### src/rtl/move_sequencer.sv
`default_nettype none
// +--------------------------------------------------------------------------+
// | move_sequencer: unpacks a batch of 4-bit move codes into face turns      |
// | Revision 1.0                                                             |
// +--------------------------------------------------------------------------+
module move_sequencer #(
    parameter int NUM_SLOTS = 50,
    parameter int CODE_W    = 4
) (
    input  logic                        clock,
    input  logic                        reset_n,
    input  logic [NUM_SLOTS*CODE_W-1:0] moves,
    input  logic                        new_moves,
    input  logic                        move_ready,
    output logic                        move_valid,
    output logic [2:0]                  move_face,
    output logic                        move_dir,
    output logic                        busy,
    output logic                        batch_done,
    output logic [5:0]                  moves_issued,
    output logic                        overrun,
    output logic                        bad_code
);

    localparam int IDX_W = $clog2(NUM_SLOTS);
    localparam logic [IDX_W-1:0] LAST_SLOT = IDX_W'(NUM_SLOTS - 1);

    typedef enum logic [1:0] {
        IDLE  = 2'd0,
        SCAN  = 2'd1,
        ISSUE = 2'd2,
        DONE  = 2'd3
    } state_t;

    state_t                      state;
    logic [NUM_SLOTS*CODE_W-1:0] buffer;
    logic [IDX_W-1:0]            index;
    logic [CODE_W-1:0]           code;
    logic                        is_turn;
    logic                        is_bad;

    assign code    = buffer[index*CODE_W +: CODE_W];
    assign is_turn = (code >= CODE_W'(2)) && (code <= CODE_W'(13));
    assign is_bad  = (code >= CODE_W'(14));

    always_ff @(posedge clock or negedge reset_n) begin
        if (!reset_n) begin
            state        <= IDLE;
            buffer       <= '0;
            index        <= LAST_SLOT;
            move_valid   <= 1'b0;
            move_face    <= 3'd0;
            move_dir     <= 1'b0;
            busy         <= 1'b0;
            batch_done   <= 1'b0;
            moves_issued <= 6'd0;
            overrun      <= 1'b0;
            bad_code     <= 1'b0;
        end else begin
            // A load attempt in any non-idle state, DONE included, is dropped.
            if (new_moves && state != IDLE)
                overrun <= 1'b1;

            case (state)
                IDLE: begin
                    if (new_moves) begin
                        buffer       <= moves;
                        index        <= LAST_SLOT;
                        moves_issued <= 6'd0;
                        busy         <= 1'b1;
                        state        <= SCAN;
                    end
                end
                SCAN: begin
                    if (is_turn) begin
                        move_face  <= code[3:1] - 3'd1;
                        move_dir   <= code[0];
                        move_valid <= 1'b1;
                        state      <= ISSUE;
                    end else begin
                        if (is_bad)
                            bad_code <= 1'b1;
                        if (index == '0) begin
                            batch_done <= 1'b1;
                            state      <= DONE;
                        end else begin
                            index <= index - 1'b1;
                        end
                    end
                end
                ISSUE: begin
                    if (move_ready) begin
                        move_valid   <= 1'b0;
                        moves_issued <= moves_issued + 6'd1;
                        if (index == '0) begin
                            batch_done <= 1'b1;
                            state      <= DONE;
                        end else begin
                            index <= index - 1'b1;
                            state <= SCAN;
                        end
                    end
                end
                DONE: begin
                    batch_done <= 1'b0;
                    busy       <= 1'b0;
                    state      <= IDLE;
                end
                default: state <= IDLE;
            endcase
        end
    end

endmodule
`default_nettype wire

### config.mk
export PLATFORM = sky130hd
export DESIGN_NAME = move_sequencer
export DESIGN_NICKNAME = d
export VERILOG_FILES = /design/src/rtl/move_sequencer.sv
export SDC_FILE = /design/constraint.sdc
export NUM_CORES = 1
export LEC_CHECK = 0
export ABC_AREA = 0
export ABC_CLOCK_PERIOD_IN_PS = 3100
export CELL_PAD_IN_SITES_DETAIL_PLACEMENT = 0
export CELL_PAD_IN_SITES_GLOBAL_PLACEMENT = 1
export CORE_MARGIN = 1
export CORE_UTILIZATION = 40
export CTS_BUF_LIST = sky130_fd_sc_hd__clkbuf_8
export CTS_CLUSTER_SIZE = 28
export DETAILED_ROUTE_END_ITERATION = 12
export DONT_BUFFER_PORTS = 1
export PLACE_DENSITY_LB_ADDON = 0.1
export REMOVE_ABC_BUFFERS = 1
export SLEW_MARGIN = 25
export SYNTH_ARGS = -nofsm -noshare
export SYNTH_HDL_FRONTEND = slang
export SYNTH_SLANG_ARGS = --single-unit
### constraint.sdc
create_clock -name clock -period 3.1 [get_ports clock]
set_input_delay 0.465 -clock clock [delete_from_list [all_inputs] [get_ports clock]]
set_output_delay 0.465 -clock clock [all_outputs]
set_load 0.03 [all_outputs]
Yosys cells after proc, flatten, opt, wreduce, memory -nomap -nowiden
Index checks and enable logic that the tools add are counted.
{"block": "word_totals", "ff_bits": 223, "mem_bits_ro": 0, "mem_count": 0, "output_inout_bits": 15, "latch_bits": 0, "ram_bits": 0}
{"block": "classes", "addsub": 3, "n_lt_le_gt_ge": 3, "n_eq_ne": 8, "n_div": 0, "n_shift": 1, "bitwise": 1, "mux": 23, "n_reduce_logical": 19, "mul": 0}
{"operator": "$shiftx 200x9->4", "n": 1}
{"operator": "$mux 6", "n": 6}
{"operator": "$pmux 6 s3", "n": 1}
{"operator": "$reduce_and 3->1", "n": 5}
{"operator": "$pmux 6 s2", "n": 1}
{"operator": "$mux 2", "n": 5}
{"operator": "$ne 2x2->1 const B", "n": 4}
{"operator": "$pmux 2 s4", "n": 1}
{"operator": "$reduce_bool 2->1", "n": 4}
{"operator": "$add 6x1->6 const B", "n": 1}
{"operator": "$logic_not 6->1", "n": 1}
{"operator": "$mux 1", "n": 6}
{"operator": "$reduce_and 2->1", "n": 3}
{"operator": "$reduce_bool 3->1", "n": 2}
{"operator": "$sub 6x1->6 const B", "n": 1}
{"operator": "$eq 2x2->1 const B", "n": 2}
{"operator": "$ge 4x2->1 const B", "n": 1}
{"operator": "$ge 4x4->1 const B", "n": 1}
{"operator": "$le 4x4->1 const B", "n": 1}
{"operator": "$pmux 1 s2", "n": 2}
{"operator": "$reduce_and 4->1", "n": 1}
{"operator": "$ne 3x3->1 const B", "n": 1}
{"operator": "$pmux 1 s3", "n": 1}
{"operator": "$sub 3x1->3 const B", "n": 1}
{"operator": "4 further kinds", "n": 5}

Longest topological paths before layout
Gate-level depths: netlist of run 1.
{"block": "depth", "word_depth": 5, "depth_mapped": 12, "ltp_nobuf": 10}

Worst setup path before layout of run 1
OpenSTA, ideal clock, no wires.
{"block": "synth_path", "path_kind": "register to register", "start": "register index[0]", "end": "register move_dir", "required_time_ns": 2.975, "setup_slack_ns": 0.142, "setup_ns": 0.125, "arrival_ns": 2.833, "path_buffers": 4, "path_stages_with_launch": 9, "cell_sequence": "dfstp_2 buf_6 buf_6 buf_6 buf_6 mux4_2 mux4_2 mux4_2 mux2_2"}
{"block": "synth_via", "elab_chain_cells": 4, "elab_cells_between_ends": 5}
{"item": "from (decl)", "line_no": "37", "text": "logic [IDX_W-1:0] index;"}
{"item": "from (signal assigned)", "line_no": "87", "text": "index <= index - 1'b1;"}
{"item": "from (signal assigned)", "line_no": "99", "text": "index <= index - 1'b1;"}
{"item": "$shiftx 200x9->4 (*)", "line_no": "42", "text": "assign code = buffer[index*CODE_W +: CODE_W];"}
{"item": "$ge 4x2->1 / $le 4x4->1 (equally long branches)", "line_no": "43", "text": "assign is_turn = (code >= CODE_W'(2)) && (code <= CODE_W'(13));"}
{"item": "$logic_and 1x1->1", "line_no": "43"}
{"item": "$reduce_and 2->1 (no source line)"}
{"item": "to (signal assigned)", "line_no": "77", "text": "move_dir <= code[0];"}
{"item": "to (decl)", "line_no": "17", "text": "output logic move_dir,"}
Mark *: on every way between the ends. The rest lies on a longest branch, timed or not.
A chain may end at the register's enable or synchronous reset.

Worst setup path in the final report of run 1
Same ends and word-level chain as after synthesis.

==> run metrics, run 1 <==
number of distinct standard cells referenced by the synthesized netlist 43; # port buffers 0; filler cell count in the final layout between 2,000 and 2,500; x dimension of the die around 160 um; DPL Wire Length about 17 mm; # Max-Cap Violations 0; worst min path class primary input to async pin; critical path, cell by cell buf_12 > mux4_2 > mux2i_2 > a32o_2 > nor4_2 > a211oi_2 > nand3_2 > nand3b_1 > buf_6 > mux2_2; Core Footprint between 20,000 and 30,000 um^2; Remaining DRCs 0; area grow syn2layout 16.3%; Crit Path Category flop to flop; Gate Count Post-Synth just under 700; Post-Route Skew between 0.01 and 0.015 ns; worst reg2reg startpoint index[0]; #FFs+latches synth ~220; Via density 5.43; global-route wire length before repair 38.6 mm; Max stage delay on crit path around 0.75 ns; sequential group share of total power about 40%; hold_ws -0.371 ns; clock-pin slew reported for the worst setup and hold paths after clock tree synthesis approximately 0.06 ns; post-synthesis sequential area ratio between 50% and 60%; clock network power share roughly a fifth; power density over the cells between 1000 and 1500 nW/um^2; result of the run finished, violations left; number of antenna violations at the first check in global routing 12; Congestion Overflow GR 0; total track usage between 10% and 20%; data required time of the worst path between 3 and 4 ns; clock buffer depth 3; setup TNS -0.125 ns; number of nets at the end of the flow roughly 950; final count of hold timing violations between 200 and 250; Post-synth EDFFs 0; worst rel slew slack around 65%; clk sinks 223; post-layout utilization of the core approximately 47%; setup repair after global routing missed its margin true; cell-internal power 0.00929 W; Critical Path Source index[0]; fin. max-slew vios 0; switching power share of the total between 30% and 40%; number of setup violations in the final report 4; drt total wl 24.7 mm; Total Die Area 26,300 um^2; syn_area_per_cell 14.8 um^2; Initial Util roughly two fifths; via count 5,948; largest net degree at the start of global routing approximately 220; R2R Path End move_dir; Post-Syn Area approximately 10,000 um^2; yosys warns 0; Final ANT Viol Nets 0; clock latency on the worst-skew pair about 0.54 ns; H-tree levels 2; worst voltage drop across the vdd grid roughly 0.45 mV; Most used DFF post-synth dfrtp_1; area leader, netlist dfrtp_1; async set-reset flop share out of synthesis 100%; top area cells in the synthesized netlist dfrtp_1 54%, mux2_2 22%, mux4_2 11%; worst path arrival time ~3.6 ns; shortest clock period the worst path allows after layout around 3.2 ns; cts bufs inserted 41; number of iterations in the first detailed-routing pass 4; total net switching power ~0.0044 W; Critical Path Slowest Stage Cell dfstp_4; R2R Setup Slk -0.05 ns; final cycle utilization of the critical path 102%; Fmax achieved 317 MHz; portion of synthesized cell area occupied by the leading cell type between 50% and 60%; Worst Setup Start Kind flop; Crit. End Element flop; WL per Instance 22.5 um; Root Buffer clkbuf_8; FF-to-FF path depth 10; TritonCTS clock tree built; violated checks negative hold slack, negative setup slack; Starting DRT DRC Count about 240; maximum fanout along the worst path 8; final weighted congestion in routability-driven placement between 0.7 and 0.8; share of total power in combinational logic around 40%; pin slew with the least headroom to its limit about 0.52 ns; number of top-level pins approximately 220; Worst Slack Setup Final -0.0523 ns; die span in y 162 um; Site Rows 58; ratio of cells with drive above 1 in the final layout 50.3%; P_leak ~5 nW; via count of the first global-routing pass around 6,800
-- power by group through the flow --
stage,logic (W),clock network [W],registers [W]
2_1_floorplan,0.00406,0,0.00520
3_3_place_gp,0.00499,0,0.00534
3_5_place_dp,0.00515,0,0.00542
4_1_cts,0.00549,0.00285,0.00538
5_1_grt,0.00604,0.00298,0.00554
6_report,0.00556,0.00274,0.00536
-- registers in the layout, indices dropped and copies added (netlist names) --
name,cells
bad_code,1
batch_done,1
buffer,200
busy,1
index,6
move_dir,1
move_face,3
move_valid,1
moves_issued,6
overrun,1
state,2
-- layout by cell type, fill, tap and decap left out, drive strengths merged, types with 2 or more instances in the layout --
cell,n
dfrtp,220
mux2,205
clkbuf,51
mux4,48
buf,42
nand2,23
inv,21
nor2,19
nand3,17
o21ai,15
mux2i,10
diode,9
ha,8
a22oi,8
a21oi,7
nor2b,6
a31oi,5
a211oi,5
nand2b,4
xor2,4
nand4,3
a32o,3
nor4,3
nor3,3
o2bb2ai,3
dfstp,3
o22ai,2
and2,2
o211ai,2
a21o,2
-- repair_timing --
| item | in CTS | in global routing |
|---|---|---|
| setup buffers | 10 | 2 |
| cloned | 2 | 1 |
| pin swaps | 7 | 12 |
| gates resized for setup | 13 | 22 |
| setup endpoints to repair | 7 | 14 |
| hold endpoints to repair | 223 | 223 |
-- cells by family after synthesis --
family	count (synthesis)	synth area share, %
xor gates and xnor gates	5	0.427
adders and majority gates	8	0.976
DFF	223	54.4
buffers and inverters	53	2.46
and+or+nand+nor	82	3.74
AOI/OAI and AO/OA	58	3.95
muxes	263	34.0
-- Yosys cell counts, types with 3 or more instances --
library cell,n
mux2_2,205
nor4_1,3
dfstp_2,3
buf_2,7
o2bb2ai_1,3
a211oi_1,3
nor3_1,3
dfrtp_1,220
a21oi_1,7
a32o_1,3
o21ai_0,14
nor2b_1,6
a31oi_1,5
buf_6,5
nand2_1,23
xor2_1,4
ha_1,8
nand2b_1,4
clkbuf_1,28
mux2i_1,10
nand4_1,3
a22oi_1,8
nand3_1,17
mux4_2,48
inv_1,9
nor2_1,19
-- worst max-delay path, delay by kind of cell, from the launching register on --
kind / cells / cell delay, ns
flops: 1 / 0.75
compound gates: 2 / 0.48
simple gates: 3 / 0.40
buf+inv: 2 / 0.33
mux: 3 / 1.06
-- through the flow --
step / std cells / total power, W / cell area [um^2] / hold slack (ns) / setup slack (ns)
floorplan: 648 / 0.00926 / 10000 / 0.169 / -2.60
global placement: 1007 / 0.0103 / 10800 / 0.176 / -0.00604
detailed placement: 1007 / 0.0106 / 10800 / 0.178 / -0.0740
CTS: 1085 / 0.0137 / 11800 / -0.417 / 0.000934
global route: 1090 / 0.0146 / 11900 / -0.409 / -0.187
finish: 1095 / 0.0137 / 11900 / -0.371 / -0.0523
-- per-layer routing --
layer	share of wire [%]	track usage, %
met5	0.15	0
met4	2.1	6.30
met2	48	31.3
met3	7.7	7.15
met1	42	23.7
-- area by class of cell --
type	count	area, um^2	area share [%]
inverters	9	33.8	0.283
repair buffers	42	523	4.38
diodes	9	22.5	0.189
clock buffers	51	702	5.88
well taps	330	413	3.46
clock inverters	15	97.6	0.818
multi-input cells	416	4550	38.1
flip-flops and latches	223	5590	46.8
-- worst max path at each step --
stage	end	slack [ns]	cells after the start
2_1_floorplan	buffer[0]	-2.60	4
6_report	move_dir	-0.05	10
3_5_place_dp	state[1]	-0.07	11
4_1_cts	move_dir	0.0009	7
5_1_grt	index[2]	-0.19	11
3_3_place_gp	state[0]	-0.006	11
(Power assumes the default switching activity.)
==> run 2, diff against run 1 <==
--- a/config.mk
+++ b/config.mk
@@ -12,10 +12,9 @@
 export CORE_MARGIN = 1
 export CORE_UTILIZATION = 40
 export CTS_BUF_LIST = sky130_fd_sc_hd__clkbuf_8
-export CTS_CLUSTER_SIZE = 28
 export DETAILED_ROUTE_END_ITERATION = 12
 export DONT_BUFFER_PORTS = 1
-export PLACE_DENSITY_LB_ADDON = 0.1
+export PLACE_DENSITY_LB_ADDON = 0.05
 export REMOVE_ABC_BUFFERS = 1
 export SLEW_MARGIN = 25
 export SYNTH_ARGS = -nofsm -noshare
==> run metrics, run 2 (same netlist as run 1, synthesis figures left out) <==
Critical Path Source index[0]; x dimension of the die 162 um (unchanged); die span in y 162 um (unchanged); number of iterations in the first detailed-routing pass 5 (+1); DPL Wire Length 16.6 mm (-3.5%); Post-Route Skew 0.0293 ns (+0.0153 ns); Total Die Area 26,300 um^2 (unchanged); WL per Instance 22.1 um (-1.8%); number of top-level pins 219 (unchanged); met2 wire length 11.6 mm (-2.6%); hold_ws -0.375 ns (-0.00396 ns); Worst Slack Setup Final -0.00886 ns (+0.0435 ns); worst voltage drop across the vdd grid 0.490 mV (+8.4%); R2R Setup Slk -0.009 ns (+0.04 ns); number of setup violations in the final report 1 (-3); via count 5,966 (+0.30%); largest registers buffer (200), index (6), moves_issued (6); pin slew with the least headroom to its limit 0.543 ns (+0.0233 ns); data required time of the worst path 3.51 ns (about the same); Critical Path Slowest Stage Cell dfstp_4; post-layout utilization of the core 47.5% (+0.10 points); clk sinks 223 (unchanged); fin. max-slew vios 0 (unchanged); total number of cells along the worst setup path 12 (+2); Placed Area 10,800 um^2 (+0.13%); power density over the cells 1150 nW/um^2 (about the same); cell family contributing the most delay on the critical path compound AO/OA/AOI/OAI gates; wire length the detailed router placed on met1 10.1 mm (-1.2%); highest metal layer with signal wires met5; critical path, cell by cell buf_6 > buf_4 > mux4_2 > o22ai_1 > o21ai_0 > a211oi_2 > nor3_2 > nand3b_1 > buf_12 > buf_8 > a21oi_1 > a31oi_1; leading cell type in the layout, fill and taps excluded dfrtp_1; final count of hold timing violations 223 (unchanged); Starting DRT DRC Count 251 (+5.5%); pre-CTS WS -0.111 ns (-0.0366 ns); ratio of cells with drive above 1 in the final layout 50.1% (-0.13 points); FF-to-FF path depth 12 (+2); Congestion Overflow GR 0 (unchanged); worst rel slew slack 63.8% (-1.6 points); flip-flop count of the largest register after layout 200 (unchanged); final weighted congestion in routability-driven placement 0.783 (+1.1%); Max stage delay on crit path 0.72 ns (-0.03 ns); setup repair after global routing missed its margin true; Crit. End Element flop; global-route wire length before repair 37.9 mm (-1.9%); Final ANT Viol Nets 0 (unchanged); cts bufs inserted 41 (unchanged); total track usage 19.0% (-0.31 points); TritonCTS clock tree built; Fmax achieved 322 MHz (+1.4%); # Max-Cap Violations 0 (unchanged); maximum fanout along the worst path 8 (unchanged); clock-pin slew reported for the worst setup and hold paths after clock tree synthesis 0.06 ns (about the same); drt total wl 24.3 mm (-1.4%); Initial Util 40.7% (unchanged); Site Rows 58 (unchanged); worst min path class primary input to async pin; shortest clock period the worst path allows after layout 3.11 ns (-0.0435 ns); Via density 5.43 (about the same); clock latency on the worst-skew pair 0.54 ns (about the same); clock buffer depth 3 (unchanged); top register by number of flip-flops buffer; R2R Path End batch_done; Core Footprint 25,200 um^2 (unchanged); met3 routed wirelength 1.90 mm (+0.26%); number of antenna violations at the first check in global routing 12 (unchanged); Remaining DRCs 0 (unchanged); design area 12,000 um^2 (+0.22%); number of nets at the end of the flow 948 (+0.32%); H-tree levels 2 (unchanged); violated checks negative hold slack, negative setup slack; worst path arrival time 3.52 ns (-0.05 ns); area grow syn2layout 16.6%; # port buffers 0 (unchanged); leading cell types in the layout, fill and taps excluded 218 x dfrtp_1, 204 x mux2_2, 53 x clkbuf_8, 48 x mux4_2, 27 x buf_4; via count of the first global-routing pass 6,651 (-2.1%); result of the run finished, violations left; Root Buffer clkbuf_8; final cycle utilization of the critical path 100% (-1.4 points); largest net degree at the start of global routing 224 (unchanged); WP buf/inv 4 (+2); P_leak 5.03 nW (+0.44%); Worst Setup Start Kind flop; worst reg2reg startpoint index[0]; Crit Path Category flop to flop
[run 2: changes by cell type in the layout (fill, tap and decap cells not counted), sizes merged]
cell / previous run / this run
buf: 42 / 44
bufinv: 1 / 0
clkbuf: 51 / 54
clkinv: 1 / 2
diode: 9 / 7
inv: 21 / 22
[run 2: layout make-up]
| class | instances | area [um^2] |
|---|---|---|
| fill | 2217 | 13200 |
| tap | 330 | 413 |
| clock inverter | 16 | 66.3 |
| sequential | 223 | 5590 |
| timing repair buffer | 45 | 544 |
| inverter | 9 | 33.8 |
| multi-input combinational | 416 | 4560 |
| clock buffer | 53 | 729 |
| antenna | 7 | 17.5 |
[run 2: power by group]
| part | internal, W | switching [W] |
|---|---|---|
| combinational | 0.00343 | 0.00222 |
| clock | 0.00152 | 0.00119 |
| sequential | 0.00439 | 0.000962 |
| total | 0.00933 | 0.00437 |
[run 2: timing repair]
item,CTS,global route
gates cloned,1,1
gates resized for setup,14,22
pin swaps,3,11
buffers inserted,7,7
endpoints found under the hold margin,223,223
setup endpoints to repair,11,12
[run 2: per-stage QoR]
step                      power [W]  hold WS (ns)  instances  setup TNS [ns]
after floorplan             0.00926         0.169        648         -539.26
after global placement       0.0104         0.175       1007          -0.141
after detailed placement     0.0106         0.176       1007          -0.450
after CTS                    0.0136        -0.412       1084               0
after global routing         0.0146        -0.415       1095           -1.24
final                        0.0137        -0.375       1099        -0.00886
[run 2: worst max-delay path by stage]
stage | endpoint | slack [ns]
floorplan | buffer[0] | -2.60
global placement | move_dir | -0.07
detailed placement | move_dir | -0.11
CTS | state[1] | 0.007
global route | state[0] | -0.13
finish | batch_done | -0.009
[run 2: per-layer routing]
metal  vias to the layer above  track usage [%]
li1                       2675                -
met1                      3037             23.8
met2                       190             30.3
met3                        52             6.79
met4                        12             6.52
met5                         -                0
